--- src/rtl/loop_filter_pkg.sv ---
// loop_filter_pkg: shared types and helpers for the ADPLL PI loop filter.
//   - lock_state_e : gear-shift FSM states (ACQUIRE, TRACK)
//   - calc_t       : wide signed scratch type for fixed-point arithmetic
//   - sat_signed   : clamp a value to the range of a w-bit signed number
//   - round_half_up: add half an LSB, then drop 'frac' fractional bits
//   - DEF_*        : default acquisition / tracking gain codes
package loop_filter_pkg;

    typedef enum logic {
        ACQUIRE = 1'b0,
        TRACK   = 1'b1
    } lock_state_e;

    // Wide enough for every intermediate at any sane parameterisation.
    // Synthesis trims the unused sign-extension bits.
    typedef logic signed [63:0] calc_t;

    // Kp has 2 fractional bits, Ki has 5.
    localparam logic [3:0] DEF_KP_ACQ = 4'b0100;    // 1.0
    localparam logic [5:0] DEF_KI_ACQ = 6'b001000;  // 0.25
    localparam logic [3:0] DEF_KP_TRK = 4'b0010;    // 0.5
    localparam logic [5:0] DEF_KI_TRK = 6'b000010;  // 0.0625

    function automatic calc_t sat_signed(input calc_t v, input int unsigned w);
        calc_t hi;
        calc_t lo;
        hi = (calc_t'(1) <<< (w - 1)) - calc_t'(1);
        lo = -hi - calc_t'(1);
        if (v > hi) return hi;
        if (v < lo) return lo;
        return v;
    endfunction

    function automatic calc_t round_half_up(input calc_t v, input int unsigned frac);
        if (frac == 0) return v;
        return (v + (calc_t'(1) <<< (frac - 1))) >>> frac;
    endfunction

endpackage

--- src/rtl/lock_detector.sv ---
// lock_detector: gear-shift lock FSM for the PI loop filter.
// Evaluates |error| of each valid sample against the lock/unlock thresholds
// and counts consecutive qualifying samples to move between ACQUIRE and TRACK.
// Ports:
//   gen_clk_i       loop clock
//   reset_i         asynchronous, active-high reset
//   sample_valid_i  error_i carries a sample to evaluate this cycle
//   error_i         signed phase error sample
//   locked_o        FSM is in TRACK
// Only built when LOOP_FILTER_GEAR_SHIFT_EN is defined; otherwise the file is
// empty so no orphan module appears in the default build.
`ifdef LOOP_FILTER_GEAR_SHIFT_EN
module lock_detector
    import loop_filter_pkg::*;
#(
    parameter int ERROR_WIDTH   = 8,
    parameter int LOCK_THRESH   = 2,
    parameter int LOCK_COUNT    = 16,
    parameter int UNLOCK_THRESH = 8,
    parameter int UNLOCK_COUNT  = 4
) (
    input  logic                          gen_clk_i,
    input  logic                          reset_i,
    input  logic                          sample_valid_i,
    input  logic signed [ERROR_WIDTH-1:0] error_i,
    output logic                          locked_o
);

    localparam int CNT_MAX = (LOCK_COUNT > UNLOCK_COUNT) ? LOCK_COUNT : UNLOCK_COUNT;
    localparam int CNT_W   = $clog2(CNT_MAX + 1);

    localparam logic [ERROR_WIDTH-1:0] LOCK_TH   = ERROR_WIDTH'(LOCK_THRESH);
    localparam logic [ERROR_WIDTH-1:0] UNLOCK_TH = ERROR_WIDTH'(UNLOCK_THRESH);
    localparam logic [CNT_W-1:0]       LOCK_N    = CNT_W'(LOCK_COUNT);
    localparam logic [CNT_W-1:0]       UNLOCK_N  = CNT_W'(UNLOCK_COUNT);

    lock_state_e      state_q, state_d;
    logic [CNT_W-1:0] cnt_q, cnt_d, cnt_inc;
    logic [ERROR_WIDTH-1:0] mag;

    // |e|, with the most-negative code mapped to the largest positive one.
    always_comb begin
        if (error_i == {1'b1, {(ERROR_WIDTH-1){1'b0}}})
            mag = {1'b0, {(ERROR_WIDTH-1){1'b1}}};
        else if (error_i[ERROR_WIDTH-1])
            mag = -error_i;
        else
            mag = error_i;
    end

    always_ff @(posedge gen_clk_i or posedge reset_i) begin
        if (reset_i) begin
            state_q <= ACQUIRE;
            cnt_q   <= '0;
        end else begin
            state_q <= state_d;
            cnt_q   <= cnt_d;
        end
    end

    always_comb begin
        state_d = state_q;
        cnt_d   = cnt_q;
        cnt_inc = cnt_q + 1'b1;
        if (sample_valid_i) begin
            case (state_q)
                ACQUIRE: begin
                    if (mag <= LOCK_TH) begin
                        if (cnt_inc == LOCK_N) begin
                            state_d = TRACK;
                            cnt_d   = '0;
                        end else begin
                            cnt_d = cnt_inc;
                        end
                    end else begin
                        cnt_d = '0;
                    end
                end
                TRACK: begin
                    if (mag > UNLOCK_TH) begin
                        if (cnt_inc == UNLOCK_N) begin
                            state_d = ACQUIRE;
                            cnt_d   = '0;
                        end else begin
                            cnt_d = cnt_inc;
                        end
                    end else begin
                        cnt_d = '0;
                    end
                end
                default: begin
                    state_d = ACQUIRE;
                    cnt_d   = '0;
                end
            endcase
        end
    end

    assign locked_o = (state_q == TRACK);

endmodule
`endif

--- src/rtl/pi_loop_filter.sv ---
// pi_loop_filter: ADPLL digital loop filter. Turns signed phase-error samples
// into a signed DCO control code through proportional + integral paths with
// a saturating, anti-windup integrator, output rounding and clipping.
// Build option: define LOOP_FILTER_GEAR_SHIFT_EN to enable the lock FSM and
// tracking gains; without it acquisition gains are always used and locked_o=0.
// Ports:
//   gen_clk_i, reset_i        loop clock, asynchronous active-high reset
//   error_valid_i, error_i    new signed phase-error sample
//   kp_acq_i, ki_acq_i        acquisition gains (unsigned fixed point)
//   kp_trk_i, ki_trk_i        tracking gains (unsigned fixed point)
//   freeze_i                  hold the integrator, P path stays active
//   dco_cc_o, dco_cc_valid_o  control code and its one-cycle update strobe
//   locked_o                  lock FSM is in TRACK
//   sat_o                     last output was clipped
// Pipeline: edge 0 captures sample+gains+freeze, edge 1 updates state/outputs.
module pi_loop_filter
    import loop_filter_pkg::*;
#(
    parameter int ERROR_WIDTH   = 8,
    parameter int DCO_CC_WIDTH  = 9,
    parameter int KP_WIDTH      = 4,
    parameter int KP_FRAC_WIDTH = 2,
    parameter int KI_WIDTH      = 6,
    parameter int KI_FRAC_WIDTH = 5,   // must be >= KP_FRAC_WIDTH
    parameter int ACC_WIDTH     = 16,
    parameter int LOCK_THRESH   = 2,
    parameter int LOCK_COUNT    = 16,
    parameter int UNLOCK_THRESH = 8,
    parameter int UNLOCK_COUNT  = 4
) (
    input  logic                           gen_clk_i,
    input  logic                           reset_i,
    input  logic                           error_valid_i,
    input  logic signed [ERROR_WIDTH-1:0]  error_i,
    input  logic        [KP_WIDTH-1:0]     kp_acq_i,
    input  logic        [KI_WIDTH-1:0]     ki_acq_i,
    input  logic        [KP_WIDTH-1:0]     kp_trk_i,
    input  logic        [KI_WIDTH-1:0]     ki_trk_i,
    input  logic                           freeze_i,
    output logic signed [DCO_CC_WIDTH-1:0] dco_cc_o,
    output logic                           dco_cc_valid_o,
    output logic                           locked_o,
    output logic                           sat_o
);

    localparam int STAGES  = 1;
    localparam int P_W     = ERROR_WIDTH + KP_WIDTH + 1;
    localparam int KIE_W   = ERROR_WIDTH + KI_WIDTH + 1;
    localparam int FRAC_SH = KI_FRAC_WIDTH - KP_FRAC_WIDTH;

    logic [STAGES:0]                vld_pipe_q;
    logic signed [ERROR_WIDTH-1:0]  err_q;
    logic [KP_WIDTH-1:0]            kp_q, kp_sel;
    logic [KI_WIDTH-1:0]            ki_q, ki_sel;
    logic                           frz_q;
    logic signed [ACC_WIDTH-1:0]    acc_q, acc_d;
    logic signed [DCO_CC_WIDTH-1:0] dco_q, dco_d;
    logic                           sat_q, sat_d;
    logic                           locked;

`ifdef LOOP_FILTER_GEAR_SHIFT_EN
    // The detector sees the captured sample, so lock changes on edge 1 and
    // the new gear applies to samples captured after that edge.
    lock_detector #(
        .ERROR_WIDTH   (ERROR_WIDTH),
        .LOCK_THRESH   (LOCK_THRESH),
        .LOCK_COUNT    (LOCK_COUNT),
        .UNLOCK_THRESH (UNLOCK_THRESH),
        .UNLOCK_COUNT  (UNLOCK_COUNT)
    ) u_lock (
        .gen_clk_i      (gen_clk_i),
        .reset_i        (reset_i),
        .sample_valid_i (vld_pipe_q[0]),
        .error_i        (err_q),
        .locked_o       (locked)
    );
    assign kp_sel = locked ? kp_trk_i : kp_acq_i;
    assign ki_sel = locked ? ki_trk_i : ki_acq_i;
`else
    logic unused_trk;
    assign unused_trk = ^{kp_trk_i, ki_trk_i};
    assign locked     = 1'b0;
    assign kp_sel     = kp_acq_i;
    assign ki_sel     = ki_acq_i;
`endif

    always_ff @(posedge gen_clk_i or posedge reset_i) begin
        if (reset_i) begin
            vld_pipe_q <= '0;
            err_q      <= '0;
            kp_q       <= '0;
            ki_q       <= '0;
            frz_q      <= 1'b0;
            acc_q      <= '0;
            dco_q      <= '0;
            sat_q      <= 1'b0;
        end else begin
            vld_pipe_q <= {vld_pipe_q[STAGES-1:0], error_valid_i};
            if (error_valid_i) begin
                err_q <= error_i;
                kp_q  <= kp_sel;
                ki_q  <= ki_sel;
                frz_q <= freeze_i;
            end
            if (vld_pipe_q[0]) begin
                acc_q <= acc_d;
                dco_q <= dco_d;
                sat_q <= sat_d;
            end
        end
    end

    logic signed [P_W-1:0]   p_prod;
    logic signed [KIE_W-1:0] kie_prod;
    calc_t kie, cand, sum, rnd, clip;

    always_comb begin
        // Gains are unsigned: a zero MSB makes them positive signed operands.
        p_prod   = err_q * $signed({1'b0, kp_q});
        kie_prod = err_q * $signed({1'b0, ki_q});
        // A frozen integrator contributes its held value only, so the output
        // is the P path plus the current integrator.
        kie  = frz_q ? calc_t'(0) : calc_t'(kie_prod);
        cand = sat_signed(calc_t'(acc_q) + kie, ACC_WIDTH);
        sum  = (calc_t'(p_prod) <<< FRAC_SH) + cand;
        rnd  = round_half_up(sum, KI_FRAC_WIDTH);
        clip = sat_signed(rnd, DCO_CC_WIDTH);

        sat_d = (clip != rnd);
        dco_d = DCO_CC_WIDTH'(clip);
        acc_d = ACC_WIDTH'(cand);
        // Anti-windup: stop integrating further into a clipped rail.
        if ((rnd > clip && kie > calc_t'(0)) || (rnd < clip && kie < calc_t'(0)))
            acc_d = acc_q;
    end

    assign dco_cc_o       = dco_q;
    assign dco_cc_valid_o = vld_pipe_q[STAGES];
    assign locked_o       = locked;
    assign sat_o          = sat_q;

endmodule

--- config.mk ---
export PLATFORM = sky130hd
export DESIGN_NAME = pi_loop_filter
export DESIGN_NICKNAME = d
export VERILOG_FILES = /design/src/rtl/loop_filter_pkg.sv /design/src/rtl/lock_detector.sv /design/src/rtl/pi_loop_filter.sv
export SDC_FILE = /design/constraint.sdc
export NUM_CORES = 1
export LEC_CHECK = 0
export CORE_MARGIN = 10
export CORE_UTILIZATION = 71
export DETAILED_ROUTE_END_ITERATION = 6
export GPL_ROUTABILITY_DRIVEN = 1
export GPL_TIMING_DRIVEN = 0
export PLACE_DENSITY = 0.93
export SYNTH_ARGS = -nofsm -noshare
export SYNTH_HDL_FRONTEND = slang
export SYNTH_SLANG_ARGS = --single-unit
--- constraint.sdc ---
create_clock -name gen_clk_i -period 35.4 [get_ports gen_clk_i]
set_input_delay 5.31 -clock gen_clk_i [delete_from_list [all_inputs] [get_ports gen_clk_i]]
set_output_delay 5.31 -clock gen_clk_i [all_outputs]
set_load 0.02 [all_outputs]
==> results_dict.tcl <==
set metrics [dict create \
    path_max_fanout 17 \
    track_usage 0.339 \
    ios 44 \
    tns_ns 0 \
    drc 0 \
    fin_cells 2247 \
    globalplace.congestion 1.08 \
    grt_max_degree 36 \
    yosysWarningCount 0 \
    drive_gt1_frac 0.0465 \
    violations "capacitance limit, slew limit" \
    syn_avg_cell_area_um2 7.72 \
    tightest_slew_ns 1.54 \
    core-area_um2 20400 \
    worstSkewPairLatency_ns 0.31 \
    synth_top_cell_area_share 0.219 \
    initial_core_util 0.730 \
    status "finished with violations" \
    period_minus_slack_ns 20.17 \
    cts_root_buf "clkbuf_16" \
    slowest_stage "o41ai_2" \
    diodes 0 \
    wl_per_cell_um 21.0 \
    grt_pass1_vias 15100 \
    post-route-util 0.773 \
    crit_top_cell "ha_1" \
    cpPeakStageDelay_ns 0.88 \
    die_area_um2 27200 \
    htreeDepth 2 \
    port_buffers 32 \
    met3_length_um 3260 \
    syn_inst 1933 \
    period_share 0.570 \
    clock-sinks 47 \
    ant_nets 0 \
    fmax_mhz 49.6 \
    startpoint_type "flop" \
    path_class "reg -> reg" \
    hold_class "reg -> reg" \
    m1WireLength_um 18000 \
    top_layer "met4" \
    overflow 0 \
    ys_ff_latch 47 \
    synthTopCellsByArea "ha_1 (22%), dfrtp_1 (7.9%), fa_1 (7.2%)" \
    postCtsHoldBufs 0 \
    routed_wl_um 47100 \
    rsz0062_at_grt "no" \
    fin_ws_ns 15.23 \
    rows 52 \
    dieWidth_um 165 \
    final_common_cell "ha_1" \
    yosys.area.top_type "ha_1" \
    dp_cells 2238 \
    end_kind "flop" \
    dr.first_iter.drc_count 1597 \
    die_h_um 165 \
    async_reset_ff_frac 1.00 \
    wl_met2_um 22500 \
    fin_skew_ns 0.0100 \
    routed_via_density 6.94 \
    slew_viol_final 7 \
    yosysSeqAreaShare 0.0789 \
    cap_violations 1 \
    syn_nets 2280 \
    cts_resized 0 \
    hold_violations 0 \
    fillers 1459 \
    maxSlewHeadroom -0.0338 \
    antenna_found_initial 0 \
    tritoncts "done" \
    pre_cts_ws_ns 15.54 \
    crit_arrival_ns 20.37 \
    clockBufferDepth 2 \
    num_vias 15600 \
    dp_hpwl_um 37900 \
    ys_types 97 \
    worst-endpoint-required_ns 35.60 \
    area_growth_pct 5.88 \
    grt_pass1_wl_um 75600 \
    synth-main-ff-cell "dfrtp_1" \
    cts_inserted_buffers 5 \
    layout.cells.most_common_list "ha_1 (261), a21oi_1 (157), inv_1 (154), o21ai_0 (146)" \
    synth_edf_count 0 \
    setup_viol 0 \
    r2r_slack_ns 15.23 \
    postCtsSetupBuffers 0 \
    synth.cell_area_um2 14900 \
    fin_nets 2323 \
    firstDrtPassIters 7 \
    clk_pin_slew_worst_paths_ns 0.07 \
]
==> final timing paths <==
path,start,cells past startpoint,end
setup reg to reg,err_q[7],70,acc_q[5]
hold / removal,vld_pipe_q[0],0,vld_pipe_q[1]
min in group asynchronous,reset_i,2,vld_pipe_q[1]
max in group asynchronous,reset_i,3,acc_q[14]
hold reg to reg,vld_pipe_q[0],0,vld_pipe_q[1]
setup / recovery,err_q[7],70,acc_q[5]
==> kinds of logic (layout without fill, tap and decap cells) <==
| family | after synthesis | in the layout | share of synthesized area |
|---|---|---|---|
| buffers and inverters | 243 | 287 | 0.0641 |
| xor gates and xnor gates | 90 | 90 | 0.0549 |
| adders and majority gates | 316 | 316 | 0.292 |
| AOI/OAI and AO/OA | 589 | 589 | 0.255 |
| muxes | 49 | 49 | 0.0380 |
| DFF | 47 | 47 | 0.0789 |
| and+or+nand+nor | 598 | 598 | 0.217 |
| other | 1 | 1 | 0.000251 |
==> registers in the layout, indices dropped and copies added, names as in the netlist <==
register    flops
kp_q            4
frz_q           1
dco_cc_o        9
acc_q          16
err_q           8
sat_o           1
ki_q            6
vld_pipe_q      2
==> synthesized netlist by cell type, drive strengths merged, types with 20 or more instances <==
cell type  number
a21oi         159
xor2           26
nand3          35
inv           155
fa             54
o21a           52
nand4          57
or3            20
a21o           52
nor2b          26
dfrtp          47
mux2           34
o21bai         23
nor3           40
o21ai         153
nor4           33
nand2         105
clkbuf         74
nand2b         25
xnor2          64
ha            261
and3           37
nor2          104
and2           77
==> critical path: cells and delay by family (launching register included) <==
family,cells,cell delay (ns)
muxes,1,0.30
adders and majority gates,11,4.64
xor gates and xnor gates,2,1.11
buffers and inverters,14,3.93
AOI/OAI and AO/OA,23,6.74
DFF,1,0.36
and+or+nand+nor,19,2.92
==> through the flow <==
stage               hold WS, ns  cell area [um^2]
floorplan                 0.365             14900
global placement          0.442             15600
detailed placement        0.439             15600
CTS                       0.459             15800
global route              0.484             15800
finish                    0.459             15800
==> metal layers <==
metal	vias to the layer above	GRT usage
met4	0	0.227
met3	228	0.0341
li1	7158	-
met2	844	0.581
met1	7368	0.392
met5	-	0
==> cell type report <==
cell class / count / area, um^2 / share of cell area
Clock inverter: 2 / 16.3 / 0.00103
Multi-Input combinational cell: 1643 / 12800 / 0.810
Timing Repair Buffer: 36 / 379 / 0.0240
Inverter: 157 / 589 / 0.0373
Tap cell: 270 / 338 / 0.0214
Buffer: 86 / 367 / 0.0232
Sequential cell: 47 / 1180 / 0.0745
Clock buffer: 6 / 129 / 0.00816
Power is not shown: default switching activity piles up to over one toggle a cycle in this logic, so the estimate is an artifact.
